**config.mk**
```make
export PLATFORM = sky130hd
export DESIGN_NAME = axi_bresp_gen
export DESIGN_NICKNAME = d
export VERILOG_FILES = /design/src/rtl/axi_bresp_gen.sv
export SDC_FILE = /design/constraint.sdc
export NUM_CORES = 1
export LEC_CHECK = 0
export BUFFER_PORTS_ARGS = -buffer_cell sky130_fd_sc_hd__buf_2
export CAP_MARGIN = 25
export CORE_MARGIN = 5
export CORE_UTILIZATION = 45
export CTS_CLUSTER_SIZE = 30
export DETAILED_ROUTE_END_ITERATION = 12
export HOLD_SLACK_MARGIN = 0.1
export PLACE_DENSITY = 0.61
export SETUP_SLACK_MARGIN = 0.02
export SYNTH_ARGS = -nofsm -noshare
export SYNTH_HDL_FRONTEND = slang
export SYNTH_SLANG_ARGS = --single-unit
```
**constraint.sdc**
```tcl
create_clock -name clk -period 2.7 [get_ports clk]
set_input_delay 0.27 -clock clk [delete_from_list [all_inputs] [get_ports clk]]
set_output_delay 0.27 -clock clk [all_outputs]
set_load 0.1 [all_outputs]
```
**src/rtl/axi_bresp_gen.sv**
```systemverilog
// Slave-side AXI write-response generator: pairs completed write bursts with their
// AW ID/USER in arrival order and issues one B response per burst.
module axi_bresp_gen #(
    parameter int unsigned ID_WIDTH   = 8,
    parameter int unsigned USER_WIDTH = 2,
    parameter int unsigned DEPTH      = 8
) (
    input  logic                       clk,
    input  logic                       reset_,
    input  logic [ID_WIDTH-1:0]        in_sawid,
    input  logic [USER_WIDTH-1:0]      in_sawuser,
    input  logic                       in_sawvalid,
    output logic                       out_sawready,
    input  logic                       in_swlast,
    input  logic                       in_swerr,
    input  logic                       in_swvalid,
    output logic                       out_swready,
    output logic [ID_WIDTH-1:0]        out_sbid,
    output logic [1:0]                 out_sbresp,
    output logic [USER_WIDTH-1:0]      out_sbuser,
    output logic                       out_sbvalid,
    input  logic                       in_sbready,
    output logic [$clog2(DEPTH):0]     out_pending
);

    localparam int unsigned PTR_W = $clog2(DEPTH);
    localparam int unsigned CNT_W = PTR_W + 1;
    localparam int unsigned AW_W  = ID_WIDTH + USER_WIDTH;
    localparam logic [CNT_W-1:0] FULL_CNT = CNT_W'(DEPTH);
    localparam logic [1:0] RESP_OKAY   = 2'b00;
    localparam logic [1:0] RESP_SLVERR = 2'b10;

    // AW FIFO storage and control
    logic [AW_W-1:0]       aw_mem_q [DEPTH];
    logic [PTR_W-1:0]      aw_wr_ptr_q, aw_wr_ptr_d;
    logic [PTR_W-1:0]      aw_rd_ptr_q, aw_rd_ptr_d;
    logic [CNT_W-1:0]      aw_cnt_q, aw_cnt_d;

    // Completion FIFO: one error flag per finished burst
    logic [DEPTH-1:0]      cmp_mem_q;
    logic [PTR_W-1:0]      cmp_wr_ptr_q, cmp_wr_ptr_d;
    logic [PTR_W-1:0]      cmp_rd_ptr_q, cmp_rd_ptr_d;
    logic [CNT_W-1:0]      cmp_cnt_q, cmp_cnt_d;

    logic                  err_acc_q, err_acc_d;

    logic [ID_WIDTH-1:0]   bid_q, bid_d;
    logic [USER_WIDTH-1:0] buser_q, buser_d;
    logic [1:0]            bresp_q, bresp_d;
    logic                  bvalid_q, bvalid_d;

    logic                  aw_push;
    logic                  w_accept;
    logic                  cmp_push;
    logic                  cmp_flag;
    logic                  issue;
    logic [AW_W-1:0]       aw_head;
    logic                  cmp_head;

    // Ready is forced low during reset, not just derived from the cleared count.
    assign out_sawready = reset_ & (aw_cnt_q != FULL_CNT);
    assign out_swready  = reset_ & (cmp_cnt_q != FULL_CNT);

    assign aw_push  = in_sawvalid & out_sawready;
    assign w_accept = in_swvalid & out_swready;
    assign cmp_push = w_accept & in_swlast;
    assign cmp_flag = err_acc_q | in_swerr;

    assign aw_head  = aw_mem_q[aw_rd_ptr_q];
    assign cmp_head = cmp_mem_q[cmp_rd_ptr_q];

    assign issue = (aw_cnt_q != '0) & (cmp_cnt_q != '0) & (~bvalid_q | in_sbready);

    always_comb begin
        aw_wr_ptr_d = aw_wr_ptr_q;
        aw_rd_ptr_d = aw_rd_ptr_q;
        aw_cnt_d    = aw_cnt_q;
        if (aw_push) begin
            aw_wr_ptr_d = aw_wr_ptr_q + PTR_W'(1);
        end
        if (issue) begin
            aw_rd_ptr_d = aw_rd_ptr_q + PTR_W'(1);
        end
        case ({aw_push, issue})
            2'b10:   aw_cnt_d = aw_cnt_q + CNT_W'(1);
            2'b01:   aw_cnt_d = aw_cnt_q - CNT_W'(1);
            default: aw_cnt_d = aw_cnt_q;
        endcase
    end

    always_comb begin
        cmp_wr_ptr_d = cmp_wr_ptr_q;
        cmp_rd_ptr_d = cmp_rd_ptr_q;
        cmp_cnt_d    = cmp_cnt_q;
        if (cmp_push) begin
            cmp_wr_ptr_d = cmp_wr_ptr_q + PTR_W'(1);
        end
        if (issue) begin
            cmp_rd_ptr_d = cmp_rd_ptr_q + PTR_W'(1);
        end
        case ({cmp_push, issue})
            2'b10:   cmp_cnt_d = cmp_cnt_q + CNT_W'(1);
            2'b01:   cmp_cnt_d = cmp_cnt_q - CNT_W'(1);
            default: cmp_cnt_d = cmp_cnt_q;
        endcase
    end

    // Error accumulates across non-last beats and restarts with each new burst.
    always_comb begin
        err_acc_d = err_acc_q;
        if (w_accept) begin
            err_acc_d = in_swlast ? 1'b0 : cmp_flag;
        end
    end

    always_comb begin
        bid_d    = bid_q;
        buser_d  = buser_q;
        bresp_d  = bresp_q;
        bvalid_d = bvalid_q;
        if (issue) begin
            bid_d    = aw_head[AW_W-1:USER_WIDTH];
            buser_d  = aw_head[USER_WIDTH-1:0];
            bresp_d  = cmp_head ? RESP_SLVERR : RESP_OKAY;
            bvalid_d = 1'b1;
        end else if (bvalid_q && in_sbready) begin
            bvalid_d = 1'b0;
        end
    end

    always_ff @(posedge clk or negedge reset_) begin
        if (!reset_) begin
            for (int i = 0; i < int'(DEPTH); i++) begin
                aw_mem_q[i] <= '0;
            end
            aw_wr_ptr_q <= '0;
            aw_rd_ptr_q <= '0;
            aw_cnt_q    <= '0;
        end else begin
            if (aw_push) begin
                aw_mem_q[aw_wr_ptr_q] <= {in_sawid, in_sawuser};
            end
            aw_wr_ptr_q <= aw_wr_ptr_d;
            aw_rd_ptr_q <= aw_rd_ptr_d;
            aw_cnt_q    <= aw_cnt_d;
        end
    end

    always_ff @(posedge clk or negedge reset_) begin
        if (!reset_) begin
            cmp_mem_q    <= '0;
            cmp_wr_ptr_q <= '0;
            cmp_rd_ptr_q <= '0;
            cmp_cnt_q    <= '0;
            err_acc_q    <= 1'b0;
        end else begin
            if (cmp_push) begin
                cmp_mem_q[cmp_wr_ptr_q] <= cmp_flag;
            end
            cmp_wr_ptr_q <= cmp_wr_ptr_d;
            cmp_rd_ptr_q <= cmp_rd_ptr_d;
            cmp_cnt_q    <= cmp_cnt_d;
            err_acc_q    <= err_acc_d;
        end
    end

    always_ff @(posedge clk or negedge reset_) begin
        if (!reset_) begin
            bid_q    <= '0;
            buser_q  <= '0;
            bresp_q  <= '0;
            bvalid_q <= 1'b0;
        end else begin
            bid_q    <= bid_d;
            buser_q  <= buser_d;
            bresp_q  <= bresp_d;
            bvalid_q <= bvalid_d;
        end
    end

    assign out_sbid    = bid_q;
    assign out_sbuser  = buser_q;
    assign out_sbresp  = bresp_q;
    assign out_sbvalid = bvalid_q;
    // Each AW leaves the FIFO exactly when its B is issued, so the count is the pending total.
    assign out_pending = aw_cnt_q;

endmodule

```
## After elaboration in Yosys (flattened, before gate mapping)

Cells that the tools add are included.

- Register bits after elaboration: 122
- Output and inout port bits: 19
- Word-level logic and storage cells: 77

- Add/subtract/negate cells: 8
- Order comparisons: 6
- Equal/unequal tests: 6
- Muxes and demuxes: 17
- Bitwise operators: 12
- Reduce and logical (&&, ||, !) cells: 8

Operators by type and width:

| cell | count |
|---|---|
| $bwmux 80 | 1 |
| $bmux 10 s3 | 1 |
| $demux 10 s3 | 1 |
| $mux 10 | 3 |
| $pmux 4 s2 | 2 |
| $add 3x1->3 const B | 4 |
| $add 4x1->4 const B | 2 |
| $bwmux 8 | 1 |
| $ge 4x4->1 const B | 2 |
| $lt 3x4->1 const B | 2 |
| $ne 4x4->1 const B | 2 |
| $not 3->4 | 2 |
| $reduce_bool 4->1 | 2 |
| $sub 4x1->4 const B | 2 |
| $and 1x1->1 | 7 |
| $reduce_bool 2->1 | 3 |
| $mux 1 | 5 |
| $eq 2x1->1 const B | 2 |
| $eq 2x2->1 const B | 2 |
| $lt 4x1->1 const B | 1 |
| $bmux 1 s3 | 1 |
| $demux 1 s3 | 1 |
| $ge 3x1->1 const B | 1 |
| $logic_and 1x1->1 | 3 |
| 3 further kinds | 4 |

## Longest topological paths before layout

- Depth in word-level cells: 6
- Gate-level depth with buffers: 11

## Least setup slack after synthesis

No wires, ideal clock.

- Kind: reg-to-reg
- From: register aw_cnt_q[1], in the netlist out_pending[1]
- To: register cmp_cnt_q[3]
- Setup time: 116 ps
- Arrival: 3,223 ps
- Data required time: 2,584 ps
- Path slack: -639 ps
- Stages on the path, launching flop included: 10
- Path buffers: 2
- Path through: dfrtp_1 -> nor4_1 -> nor3_1 -> clkbuf_1 -> clkbuf_1 -> ha_1 -> ha_1 -> a21oi_1 -> o21ai_0 -> o311ai_0

- Word-level cells in the longest chain between the ends: 5
- Elaborated cells between the ends (all ways): 7
- Those cells by class: 2 x eq/ne; 1 x mux; 2 x bitwise; 2 x reduce/logical

Ends and longest elaborated chain:

| what | RTL line | source |
|---|---|---|
| start: declaration | 37 | `logic [CNT_W-1:0] aw_cnt_q, aw_cnt_d;` |
| start signal: assignment | 145 | `aw_cnt_q <= aw_cnt_d;` |
| $reduce_bool 4->1 * | 72 | `assign issue = (aw_cnt_q != '0) & (cmp_cnt_q != '0) & (~bvalid_q \| in_sbready);` |
| $and 1x1->1 * (2 in series) | 72 |  |
| $eq 2x1->1 or $eq 2x2->1 (tied branches) | 101 | `case ({cmp_push, issue})` |
| $pmux 4 s2 or $reduce_bool 2->1 (tied branches) | - |  |
| end signal: assignment | 162 | `cmp_cnt_q <= cmp_cnt_d;` |
| end: declaration | 43 | `logic [CNT_W-1:0] cmp_cnt_q, cmp_cnt_d;` |

Mark *: on every way between the ends. The rest lies on a longest branch, timed or not.
A chain may end at the register's enable or synchronous reset.

## Final worst setup path

- From: register cmp_cnt_q[0]
- To: register cmp_cnt_q[3]

- Word-level cells in the longest chain between the ends: 6
- Elaborated cells between the ends (all ways): 13
- Those cells by class: 2 x add/sub; 3 x eq/ne; 1 x mux; 5 x bitwise; 2 x reduce/logical

Ends and longest elaborated chain:

| what | RTL line | source |
|---|---|---|
| $ne 4x4->1 | 62 | `assign out_swready = reset_ & (cmp_cnt_q != FULL_CNT);` |
| $and 1x1->1 | 62 |  |
| $and 1x1->1 | 65 | `assign w_accept = in_swvalid & out_swready;` |
| $and 1x1->1 | 66 | `assign cmp_push = w_accept & in_swlast;` |
| $eq 2x1->1 or $eq 2x2->1 (tied branches) | 101 |  |
| $pmux 4 s2 or $reduce_bool 2->1 (tied branches) | - |  |

Several ways; a longest one is shown, not always the timed one.

==> results.md <==
- Status: complete, no violations
- Largest net degree at the start of global routing: 74
- Layout Skew: 0.00597 ns
- Crit-path max FO: 8
- IR Drop Worst-Case VDD: roughly 0.00063 V
- # IOs: 36
- Seq pwr share: 36.7%
- Sequential share of the synthesized area: 53.8%
- Core area: 0.0122 mm^2
- Pwr Density: 1400 mW/mm^2
- Avg Cell Area, Syn: 14.5 um^2
- Global-route wire length before repair: roughly 18000 um
- Via/cell ratio: ~5.4
- Max-Slew Margin vs Limit: 39.2%
- Layout cells sized above 1: a little under half
- Worst EP arrival: between 2 and 3 ns
- Number of flops mapped to enable cells by yosys: 0
- Antenna Nets Post-Route: 0
- # Post-CTS Setup Buffers: 0
- Cell Area, Synth: 0.00563 mm^2
- Reg2reg start: cmp_cnt_q[0]
- Synth top area share: between 50% and 60%
- DRT iter0 DRCs: 120
- MaxCap Viol Count: 0
- Ys Warns: 0
- Tot GR Track Use: 16.3%
- Clk root buf: clkbuf_16
- Clock group share of total power: 22.7%
- Area delta synth->final: 17.1%
- Final #Nets: about 460
- R2R Path End: cmp_cnt_q[3]
- Final worst slack: between 0.1 and 0.15 ns
- Clock Tree Buf Depth: 2
- CP Launch Type: register
- Crit path launch: cmp_cnt_q[0]
- Max Clk Rate: 388 MHz
- Area leader, netlist: dfrtp_1
- Slew @ Worst Pin: 0.912 ns
- CP Class: reg2reg
- Reg-to-reg slack, setup: approximately 0.12 ns
- Prevailing post-synth register cell: dfrtp_1
- Post-route DRC: 0
- Setup_tns: 0 ns
- Worst r2r path cells: 8
- Critical Path End: cmp_cnt_q[3]
- Final Instance Area: 0.00659 mm^2
- Net Sw Frac: between 30% and 40%
- Combinational Power Share: about 41%
- DP Wirelength: between 6000 and 7000 um
- Endpoints failing setup: 0
- Routed vias: 3278
- Clk_lat worst skew: 0.41 ns
- Final GP Congestion: 0.808
- Yosys cell types: 47
- Leak: 2.91 nW
- Area of placed instances: between 0.006 and 0.007 mm^2
- Most common cell after layout, fill and taps aside: dfrtp_1
- Global route overflow: 0
- Initial Utilization: 46.3%
- Drt total wl: 11000 um
- Antenna violations before repair: 0
- Number of global-route vias before repair: 3417
- DP Worst Slack: -0.0193 ns
- Die area: 0.0149 mm^2
- 1st-pass router iterations: 4
- Hold WS: 0.134 ns
- Antenna Cells: 0
- Max Slew Vio Count: 0
- Commonest cells after routing, fill and taps aside: 116 x dfrtp_1, 88 x mux2_2, 32 x buf_2
- Total power: 9.25 mW
- Worst Path Required: 3.00 ns
- Syn Inst Count: 388
- H-tree lvl count: 4
- Clock sink total: 121
- Worst-path clk slew: 0.05 ns
- Async SR Flop Fraction: 100%
- PortBufs: 34
- Hold Path Class: in2reg
- Register bit total from synthesis: around 120
- Top post-synthesis cells by area: dfrtp_1 54%, mux2_2 18%, mux4_2 8.8%, ha_1 2.2%, mux2i_1 2.1%
- P_int: 5.78 mW
- Net switching power: 3.46 mW
- RSZ-0062 raised after global routing: yes
- Die outline height: 122 um
- Final hold violation count: 0
- Rows: 40
- CTS tree: done
- Final critical-path share of the clock period: 95.5%
- Num CTS Buffers: 17
- Wire length per cell: 18.0 um
- Mapped Nets: around 420
- Period minus WS final: around 2.6 ns
- CP Capture Type: register
- Die W: 122 um
-- worst max-delay path: stages, from the launching register on --
cell      delay [ns]
dfrtp_1         0.43
or4b_1          0.55
and4_1          0.27
clkinv_4        0.09
ha_2            0.26
ha_1            0.27
a21oi_2         0.18
o21ai_0         0.12
o311ai_1        0.30
-- power by group through the flow --
stage	registers (mW)	logic, mW	clock network (mW)
final	3.40	3.75	2.10
after global routing	3.52	4.06	2.24
after CTS	3.40	3.80	2.15
after detailed placement	3.42	3.77	0
after global placement	3.37	3.69	0
after floorplan	4.02	2.40	0
-- how the worst min path moves through the flow --
stage,slack (ns),start,end,depth (start not counted)
6_report,0.13,in_swerr,err_acc_q,3
5_1_grt,0.14,in_swerr,err_acc_q,3
4_1_cts,0.11,in_swerr,err_acc_q,3
3_5_place_dp,0.14,reset_,out_pending[2],1
3_3_place_gp,0.14,reset_,out_pending[2],1
2_1_floorplan,-0.03,reset_,aw_mem_q[0],0
-- per-stage QoR --
| stage | cells | util (%) |
|---|---|---|
| floorplan | 388 | - |
| global placement | 581 | 49.6 |
| detailed placement | 581 | 49.6 |
| CTS | 610 | 54.2 |
| global route | 610 | 54.2 |
| finish | 610 | 54.2 |
-- registers in the layout, indices dropped and copies added (netlist names) --
name,flops
aw_mem_q,80
cmp_mem_q,8
out_sbid,8
cmp_cnt_q,4
out_pending,4
aw_rd_ptr_q,3
aw_wr_ptr_q,3
cmp_rd_ptr_q,3
cmp_wr_ptr_q,3
out_sbuser,2
err_acc_q,1
out_sbresp,1
out_sbvalid,1
-- final cells by class --
type / instances / area, um^2
fillers: 1019 / 5570
inverters: 6 / 27.5
multi-input cells: 241 / 2490
repair buffers: 46 / 280
well taps: 168 / 210
clock inverters: 3 / 40.0
clock buffers: 25 / 505
flip-flops and latches: 121 / 3040
-- cells in the mapped netlist, types with 3 or more instances --
cell,count
buf_4,5
mux4_2,22
a21oi_1,13
nor4_1,4
nand3_2,3
ha_1,10
buf_2,5
dfrtp_1,121
mux2i_1,12
xnor2_1,9
clkbuf_1,8
inv_1,5
nand3_1,3
nand2_1,11
nand4b_1,5
mux2_2,88
xor2_1,6
mux2_1,3
nor2_1,16
nor3_1,5
o21ai_0,3
-- timing repair --
action | CTS | global route
setup endpoints to repair | 1 | 2
pin swaps | 0 | 0
hold buffers | 1 | 0
hold endpoints to repair | 12 | 0
gates cloned | 0 | 0
resized for setup | 2 | 2
-- kinds of logic (layout without fill, tap and decap cells) --
family                   Yosys count  after routing  synth area share, %
other                              1              1               0.0666
flip-flops                       121            121                 53.8
XOR/XNOR                          15             15                 2.33
adder cells (fa/ha/maj)           11             11                 2.58
buffers and inverters             26             80                 2.40
multiplexers                     126            126                 29.4
AND/OR/NAND/NOR                   67             67                 7.35
AO/OA/AOI/OAI                     21             21                 2.11
-- routing by layer --
metal  vias to the layer above  track usage, %  wire, um
met5                         -               0         0
met4                         0            7.14       184
met3                        15            4.22       343
met2                        45            26.3      5440
met1                      1695            20.9      5020
li1                       1523               -         -
No activity file was read; power rests on OpenSTA's default activity.
